### config.mk
export PLATFORM = sky130hd
export DESIGN_NAME = clint_timer
export DESIGN_NICKNAME = d
export VERILOG_FILES = /design/src/rtl/clint_timer_pkg.sv /design/src/rtl/clint_timer_sync2.sv /design/src/rtl/clint_timer.sv
export SDC_FILE = /design/constraint.sdc
export NUM_CORES = 1
export LEC_CHECK = 0
export CAP_MARGIN = 20
export CORE_UTILIZATION = 37
export DETAILED_ROUTE_END_ITERATION = 7
export GPL_TIMING_DRIVEN = 1
export PLACE_DENSITY = 0.57
export SLEW_MARGIN = 20
export SYNTH_ARGS = -nofsm -noshare
export SYNTH_HDL_FRONTEND = slang
export SYNTH_SLANG_ARGS = --single-unit
export TNS_END_PERCENT = 30
### constraint.sdc
create_clock -name clock -period 6.3 [get_ports clock]
set_input_delay 1.26 -clock clock [delete_from_list [all_inputs] [get_ports clock]]
set_output_delay 1.26 -clock clock [all_outputs]
set_load 0.05 [all_outputs]
### src/rtl/clint_timer_pkg.sv
// Shared CLINT constants: base address, register offsets and offset decode.
package clint_timer_pkg;

  localparam logic [31:0] CLINT_BASE            = 32'h0200_0000;

  localparam logic [15:0] CLINT_MSIP_OFS        = 16'h0000;
  localparam logic [15:0] CLINT_MTIMECMP_LO_OFS = 16'h4000;
  localparam logic [15:0] CLINT_MTIMECMP_HI_OFS = 16'h4004;
  localparam logic [15:0] CLINT_MTIME_LO_OFS    = 16'hBFF8;
  localparam logic [15:0] CLINT_MTIME_HI_OFS    = 16'hBFFC;

  typedef enum logic [2:0] {
    REG_NONE,
    REG_MSIP,
    REG_MTIMECMP_LO,
    REG_MTIMECMP_HI,
    REG_MTIME_LO,
    REG_MTIME_HI
  } clint_reg_e;

  function automatic clint_reg_e clint_decode(input logic [15:0] ofs);
    clint_reg_e r;
    case (ofs)
      CLINT_MSIP_OFS:        r = REG_MSIP;
      CLINT_MTIMECMP_LO_OFS: r = REG_MTIMECMP_LO;
      CLINT_MTIMECMP_HI_OFS: r = REG_MTIMECMP_HI;
      CLINT_MTIME_LO_OFS:    r = REG_MTIME_LO;
      CLINT_MTIME_HI_OFS:    r = REG_MTIME_HI;
      default:               r = REG_NONE;
    endcase
    return r;
  endfunction

endpackage

### src/rtl/clint_timer_sync2.sv
// Two-flop synchronizer for a single asynchronous level, async active-low reset to 0.
module clint_timer_sync2 (
  input  logic clock,
  input  logic reset,
  input  logic d_i,
  output logic q_o
);

  logic meta_q;
  logic sync_q;

  always_ff @(posedge clock or negedge reset) begin
    if (!reset) begin
      meta_q <= 1'b0;
      sync_q <= 1'b0;
    end else begin
      meta_q <= d_i;
      sync_q <= meta_q;
    end
  end

  assign q_o = sync_q;

endmodule

### src/rtl/clint_timer.sv
// Core-local interruptor: 64-bit mtime/mtimecmp, msip and synchronized external IRQ.
module clint_timer
  import clint_timer_pkg::*;
#(
  parameter logic [31:0] BASE_ADDR = CLINT_BASE,
  parameter logic [15:0] TICK_DIV  = 16'd1
) (
  input  logic        clock,
  input  logic        reset,
  input  logic [31:0] bus_addr,
  input  logic [31:0] bus_wdata,
  input  logic        bus_wen,
  input  logic        bus_ren,
  output logic [31:0] bus_rdata,
  output logic        bus_ready,
  input  logic        ext_irq_async,
  output logic        timer_interrupt,
  output logic        software_interrupt,
  output logic        external_interrupt
);

  localparam logic [15:0] DIV_LAST = (TICK_DIV == 16'd0) ? 16'd0 : TICK_DIV - 16'd1;

  logic [63:0] mtime_q, mtime_d;
  logic [63:0] cmp_q, cmp_d;
  logic [15:0] presc_q, presc_d;
  logic [31:0] shadow_q, shadow_d;
  logic        prev_lo_q, prev_lo_d;
  logic        msip_q, msip_d;
  logic [31:0] rdata_q, rdata_d;
  logic        ready_q;
  logic        timer_q;

  logic        sel;
  logic        wr;
  logic        rd;
  logic        tick;
  clint_reg_e  rsel;

  assign sel  = (bus_addr[31:16] == BASE_ADDR[31:16]) && (bus_wen || bus_ren);
  assign wr   = sel && bus_wen;
  assign rd   = sel && bus_ren;
  assign rsel = clint_decode(bus_addr[15:0]);
  assign tick = (presc_q == DIV_LAST);

  // A write to one mtime half replaces the tick result entirely: the other
  // half keeps its pre-tick value, so no carry leaks across on that cycle.
  always_comb begin
    mtime_d   = mtime_q + {63'd0, tick};
    presc_d   = tick ? '0 : presc_q + 16'd1;
    cmp_d     = cmp_q;
    msip_d    = msip_q;
    shadow_d  = shadow_q;
    prev_lo_d = prev_lo_q;

    if (wr) begin
      case (rsel)
        REG_MSIP:        msip_d = bus_wdata[0];
        REG_MTIMECMP_LO: cmp_d[31:0]  = bus_wdata;
        REG_MTIMECMP_HI: cmp_d[63:32] = bus_wdata;
        REG_MTIME_LO: begin
          mtime_d = {mtime_q[63:32], bus_wdata};
          presc_d = '0;
        end
        REG_MTIME_HI: begin
          mtime_d = {bus_wdata, mtime_q[31:0]};
          presc_d = '0;
        end
        default: ;
      endcase
    end

    if (sel) begin
      prev_lo_d = rd && (rsel == REG_MTIME_LO);
    end
    if (rd && (rsel == REG_MTIME_LO)) begin
      shadow_d = mtime_q[63:32];
    end
  end

  // Read mux samples pre-write state, so a combined wen/ren returns the old value.
  always_comb begin
    rdata_d = '0;
    if (rd) begin
      case (rsel)
        REG_MSIP:        rdata_d = {31'd0, msip_q};
        REG_MTIMECMP_LO: rdata_d = cmp_q[31:0];
        REG_MTIMECMP_HI: rdata_d = cmp_q[63:32];
        REG_MTIME_LO:    rdata_d = mtime_q[31:0];
        REG_MTIME_HI:    rdata_d = prev_lo_q ? shadow_q : mtime_q[63:32];
        default:         rdata_d = '0;
      endcase
    end
  end

  always_ff @(posedge clock or negedge reset) begin
    if (!reset) begin
      mtime_q   <= '0;
      cmp_q     <= '1;
      presc_q   <= '0;
      shadow_q  <= '0;
      prev_lo_q <= 1'b0;
      msip_q    <= 1'b0;
      rdata_q   <= '0;
      ready_q   <= 1'b0;
      timer_q   <= 1'b0;
    end else begin
      mtime_q   <= mtime_d;
      cmp_q     <= cmp_d;
      presc_q   <= presc_d;
      shadow_q  <= shadow_d;
      prev_lo_q <= prev_lo_d;
      msip_q    <= msip_d;
      rdata_q   <= rdata_d;
      ready_q   <= sel;
      timer_q   <= (mtime_d >= cmp_d);
    end
  end

  clint_timer_sync2 u_ext_sync (
    .clock (clock),
    .reset (reset),
    .d_i   (ext_irq_async),
    .q_o   (external_interrupt)
  );

  assign bus_rdata          = rdata_q;
  assign bus_ready          = ready_q;
  assign timer_interrupt    = timer_q;
  assign software_interrupt = msip_q;

endmodule
==> run_results.csv, run 1 <==
group,metric,value,unit
power,p_leak,6.47,nW
clock_network,numCtsBuffers,27,
timing,setup_viol,0,
die,die_h,187,um
timing,tightest_slew,1.02,ns
cells_and_area,fillCellCount,3225,
grt,grt_pass1_wl,60.8,mm
clock_network,cts.clk_slew.worst_paths,0.06,ns
synth,syn_avg_cell_area,9.90,um^2
worst_setup_path,reg2reg_from,"presc_q[0]",
worst_setup_path,cp.required,6.70,ns
worst_setup_path,r2r_cells,19,
cells_and_area,final_common_cell,"dfrtp_1",
grt,grt_pass1_vias,10400,
synth,synthDistinctLibCells,63,
grt,grt_max_degree,139,
worst_setup_path,crit_chain,"inv_1, ha_1, nor4b_1, nand4_1, inv_1, ha_1, and3_1, nand3_1, a311oi_1, nand4_1, o21a_1, a211oi_1, ha_1, a21oi_1, o21ai_0, a211oi_1, o21ai_0, a2111oi_0, nor3_1",
worst_setup_path,crit_top_cell,"ha_1",
worst_setup_path,worstReg2RegEnd,"timer_interrupt",
worst_setup_path,crit_family,"compound AO/OA/AOI/OAI gates",
timing,rsz0062_at_grt,"false",
power,p_total,3.06,mW
placement,dp_cells,1802,
detailed_routing,wl_per_cell,20.7,um
die,dieArea,35000,um^2
worst_setup_path,critPathKind,"reg -> reg",
synth,postSynthCellCount,1282,
clock_network,clk_path_buf_depth,3,
clock_network,cts_num_sinks,214,
worst_setup_path,crit_end,"timer_interrupt",
synth,seq_area_frac_synth,42.8,%
worst_hold_path,hold_depth,0,
worst_setup_path,reg2reg_slack,0.52,ns
die,row_count,67,
synth,ys_seq_elements,214,
timing,tns,0,ns
cells_and_area,mostFrequentLayoutCells,"dfrtp_1 (149), nand2_1 (139), mux2_2 (112)",
grt,antenna_found_initial,0,
worst_setup_path,crit_start,"presc_q[0]",
synth,synth-warning-count,0,
clock_network,ctsResizeCount,0,
placement,postPlaceCellArea,14400,um^2
timing,fmax,173,MHz
synth,netlist_area,12700,um^2
placement,dp_hpwl,27.6,mm
synth,synth_nets,1419,
clock_network,postCtsSetupRepairBufs,0,
grt,grt-ovfl-total,0,
placement,dp_slack,0.190,ns
cells_and_area,drive_gt1_share,19.6,%
die,start_util,37.8,%
worst_setup_path,slowest_stage,"a311oi_1",
timing,fin_ws,0.521,ns
synth,ys_async_sr_fraction,100,%
detailed_routing,drt_iter0_markers,660,
worst_setup_path,worst-path-stages,19,
run,cap_viol_max_count,0,
worst_hold_path,min_from,"u_ext_sync.meta_q",
timing,relSlewSlack,31.7,%
worst_setup_path,crit_arrival,6.18,ns
cells_and_area,fin_util,45.3,%
detailed_routing,drc,0,
timing,drv_slew,0,
worst_setup_path,slowest_delay,0.88,ns
detailed_routing,firstDrtPassIters,5,
placement,gp_congestion,0.912,
die,coreArea,33600,um^2
cells_and_area,instances_no_fill,1851,
detailed_routing,vias,10500,
die,io_pins,105,
cells_and_area,diodes,0,
timing,skew,0.0122,ns
timing,fin_crit_sh,91.7,%
clock_network,cts_tree,"done",
worst_hold_path,hp-class,"reg -> reg",
detailed_routing,routed_via_density,5.69,
worst_setup_path,crit_buf_inv,2,
cells_and_area,fin_area,15200,um^2
clock_network,clock_latency,0.54,ns
synth,synth_edf_count,0,
clock_network,cts-hold-fix-buffers,0,
synth,ys.flop_type,"dfrtp_1",
die,die_x,187,um
clock_network,htree_levels,1,
power,ir_worst_vdd,171,uV
cells_and_area,nets,1520,
timing,hold_slack,0.348,ns
timing,period_needed,5.78,ns
cells_and_area,layout-area-overhead-vs-synth,20.1,%
worst_setup_path,critPathLaunchType,"flop",
detailed_routing,ant_nets,0,
power,p_per_area,200,nW/um^2
outcome,run_status,"finished clean",
timing,finalHoldViolCount,0,
worst_setup_path,crit_path_end_kind,"flop",
clock_network,cts_root_buf,"clkbuf_16",
grt,grt_usage,22.0,%
placement,io_buffers,104,
detailed_routing,routed_wl,38.2,mm
worst_setup_path,crit_fanout,6,
-- cells in the mapped netlist (20+ instances only) --
cell type,number,area [um^2]
nor3_1,21,105
o21ai_0,48,240
mux2_2,112,1260
nand2_1,140,526
a21oi_1,78,390
dfstp_2,64,1680
nand3_1,45,225
o211ai_1,53,398
mux2i_1,77,771
clkbuf_1,40,150
nor2_1,85,319
nand4_1,36,225
dfrtp_1,150,3750
a211oi_1,20,150
inv_1,47,176
ha_1,68,851
-- worst register-to-register path, cell delays in order, from the launching register on --
cell and delay (ns):
dfrtp_1 0.44, inv_1 0.08, ha_1 0.14, nor4b_1 0.22, nand4_1 0.18, inv_1 0.09, ha_1 0.23, and3_1 0.29
nand3_1 0.31, a311oi_1 0.88, nand4_1 0.38, o21a_1 0.27, a211oi_1 0.29, ha_1 0.30, a21oi_1 0.13, o21ai_0 0.12
a211oi_1 0.53, o21ai_0 0.22, a2111oi_0 0.45, nor3_1 0.10
-- state kept, by name, indices dropped and copies added (netlist names) --
name                flops
prev_lo_q               1
timer_interrupt         1
mtime_q                64
software_interrupt      1
cmp_q                  64
u_ext_sync.q_o          1
bus_ready               1
shadow_q               32
bus_rdata              32
presc_q                16
u_ext_sync.meta_q       1
-- layer usage --
metal | GRT usage (%) | share of wire (%) | vias to the layer above
li1 | - | - | 4963
met1 | 31.3 | 46 | 5159
met2 | 34.7 | 45 | 355
met3 | 3.26 | 6.5 | 55
met4 | 6.05 | 2.2 | 0
met5 | 0 | 0 | -
-- where the power goes --
part	total (mW)	switching [mW]	internal [mW]
logic	0.122	0.0723	0.0499
registers	1.38	0.000141	1.38
clock network	1.56	0.607	0.949
-- how the worst min path moves through the flow --
stage,endpoint,slack (ns)
after floorplan,u_ext_sync.q_o,0.33
after global placement,u_ext_sync.q_o,0.34
after detailed placement,u_ext_sync.q_o,0.34
after CTS,u_ext_sync.q_o,0.35
after global routing,u_ext_sync.q_o,0.37
final,u_ext_sync.q_o,0.35
-- final cells by class --
cell class                 count  area [um^2]  area share (%)
multi-input combinational    951         6830            44.8
tap                          448          561            3.68
clock buffer                  41          798            5.24
timing repair buffer         142         1350            8.86
sequential                   214         5440            35.7
clock inverter                 8         95.1           0.624
inverter                      47          176            1.16
-- logic make-up after synthesis --
group	share of synthesized area, %
adder cells (fa/ha/maj)	6.70
buffers and inverters	3.64
XOR/XNOR	1.04
AND/OR/NAND/NOR	15.8
flip-flops	42.8
multiplexers	16.0
AO/OA/AOI/OAI	14.0
Power figures use the tool's default switching activity.
==> run 2: changes to the inputs <==
CTS_BUF_LIST = sky130_fd_sc_hd__clkbuf_2   (was default)
==> run 2 against run 1 <==
Fmax is 0.18% higher; clock skew rose by 0.048 ns; via count rose by 1.6%; final cell count up 3.4%; cell area shrank 2.1%; register-to-register slack is essentially flat; critical path depth is the same; sequential share of layout area rose by 0.78 points; global-route usage increased by 0.34 points; count of clock-buffer cells in the layout increased by 50; routed wire length increased by 0.93%.
==> run_results.csv, run 2 (synthesis results as in run 1) <==
group,metric,value,unit
cells_and_area,nets,1552,
die,start_util,37.8,%
worst_setup_path,critPathLaunchType,"flop",
worst_setup_path,crit_chain,"inv_1, ha_1, nor4b_1, nand4_1, inv_1, ha_1, and3_1, nand3_1, a311oi_1, nand4_1, o21a_1, a211oi_1, ha_1, a21oi_1, o21ai_0, a211oi_1, o21ai_0, a2111oi_0, nor3_1",
timing,setup_viol,0,
timing,fmax,173,MHz
power,ir_worst_vdd,98.4,uV
timing,drv_slew,0,
placement,io_buffers,104,
grt,grt_pass1_vias,10700,
worst_setup_path,cp.required,7.10,ns
die,row_count,67,
clock_network,ctsResizeCount,0,
die,coreArea,33600,um^2
worst_setup_path,critPathKind,"reg -> reg",
cells_and_area,final_common_cell,"dfrtp_1",
clock_network,cts.clk_slew.worst_paths,0.10,ns
outcome,run_status,"finished clean",
grt,grt_pass1_wl,61.3,mm
worst_setup_path,crit_fanout,6,
clock_network,cts_num_sinks,214,
cells_and_area,mostFrequentLayoutCells,"dfrtp_1 (149), nand2_1 (139), mux2_2 (112)",
timing,skew,0.0604,ns
clock_network,cts-hold-fix-buffers,0,
clock_network,clk_path_buf_depth,3,
detailed_routing,drc,0,
timing,finalHoldViolCount,0,
worst_setup_path,crit_arrival,6.57,ns
detailed_routing,firstDrtPassIters,5,
clock_network,postCtsSetupRepairBufs,0,
power,p_per_area,171,nW/um^2
timing,tightest_slew,0.999,ns
die,io_pins,105,
clock_network,numCtsBuffers,59,
run,cap_viol_max_count,0,
timing,period_needed,5.77,ns
clock_network,cts_root_buf,"clkbuf_2",
timing,relSlewSlack,33.0,%
placement,dp_hpwl,27.6,mm
die,die_h,187,um
worst_setup_path,crit_path_end_kind,"flop",
grt,grt-ovfl-total,0,
grt,grt_max_degree,139,
worst_setup_path,reg2reg_from,"presc_q[0]",
timing,fin_crit_sh,91.6,%
clock_network,cts_tree,"done",
detailed_routing,drt_iter0_markers,730,
die,dieArea,35000,um^2
power,p_total,2.56,mW
worst_hold_path,hp-class,"in -> async",
detailed_routing,routed_wl,38.6,mm
cells_and_area,drive_gt1_share,22.7,%
power,p_leak,6.48,nW
grt,antenna_found_initial,1,
clock_network,htree_levels,2,
detailed_routing,vias,10700,
worst_setup_path,slowest_delay,0.88,ns
timing,rsz0062_at_grt,"false",
worst_setup_path,slowest_stage,"a311oi_1",
cells_and_area,largestRegisters,"cmp_q (64), mtime_q (64)",
grt,grt_usage,22.3,%
detailed_routing,ant_nets,0,
worst_setup_path,crit_top_cell,"ha_1",
worst_setup_path,reg2reg_slack,0.53,ns
worst_setup_path,r2r_cells,19,
die,die_x,187,um
timing,tns,0,ns
placement,gp_congestion,0.912,
cells_and_area,layout-area-overhead-vs-synth,17.5,%
detailed_routing,wl_per_cell,20.2,um
worst_setup_path,worstReg2RegEnd,"timer_interrupt",
detailed_routing,routed_via_density,5.59,
clock_network,clock_latency,0.95,ns
==> run 2: changes by cell type in the layout (fill, tap and decap cells not counted) <==
cell and delta:
bufinv_16 -1, clkbuf_1 -7, clkbuf_16 -27, clkbuf_2 +91, clkbuf_8 -7, clkinv_1 +12, clkinv_2 +2, clkinvlp_4 -2
diode_2 +1, inv_2 +1
==> run 2: cell type report <==
class,instances,area [um^2]
antenna,1,2.50
clock inverter,20,109
fill,3310,18700
timing repair buffer,142,1350
sequential,214,5440
inverter,47,176
multi-input combinational,951,6830
clock buffer,91,455
tap,448,561
==> run 2: critical path, delay by kind of cell, from the launching register on <==
family,cells,cell delay (ns)
compound gates,8,2.89
simple gates,6,1.46
flops,1,0.46
fa+ha+maj,3,0.67
buf+inv,2,0.17
==> run 2: worst max-delay path by stage <==
stage | from | end
after CTS | presc_q[0] | timer_interrupt
after detailed placement | bus_addr[10] | timer_interrupt
after global placement | bus_addr[13] | timer_interrupt
final | presc_q[0] | timer_interrupt
after global routing | presc_q[1] | timer_interrupt
after floorplan | bus_addr[14] | timer_interrupt
==> run 2: where the power goes <==
group | switching, mW | internal, mW
Clock | 0.629 | 0.428
Combinational | 0.0722 | 0.0499
Sequential | 0.000142 | 1.38
Total | 0.701 | 1.85
==> run 2: metal layers <==
metal  up-vias  GRT usage (%)  share of wire (%)
met2       335           34.5                 45
met5         -              0                  0
met3        70           4.69                6.4
met4         0           8.04                2.5
li1       5073              -                  -
met1      5222           30.8                 46
==> run 2: metrics by stage <==
stage	util [%]	hold WS, ns	std cells	worst slack [ns]	area, um^2
global route	44.4	0.255	1914	0.0967	14900
finish	44.4	0.288	1914	0.531	14900
global placement	42.7	0.337	1802	0.333	14400
CTS	44.4	0.255	1913	0.525	14900
floorplan	-	0.331	1282	1.65	12700
detailed placement	42.7	0.339	1802	0.190	14400
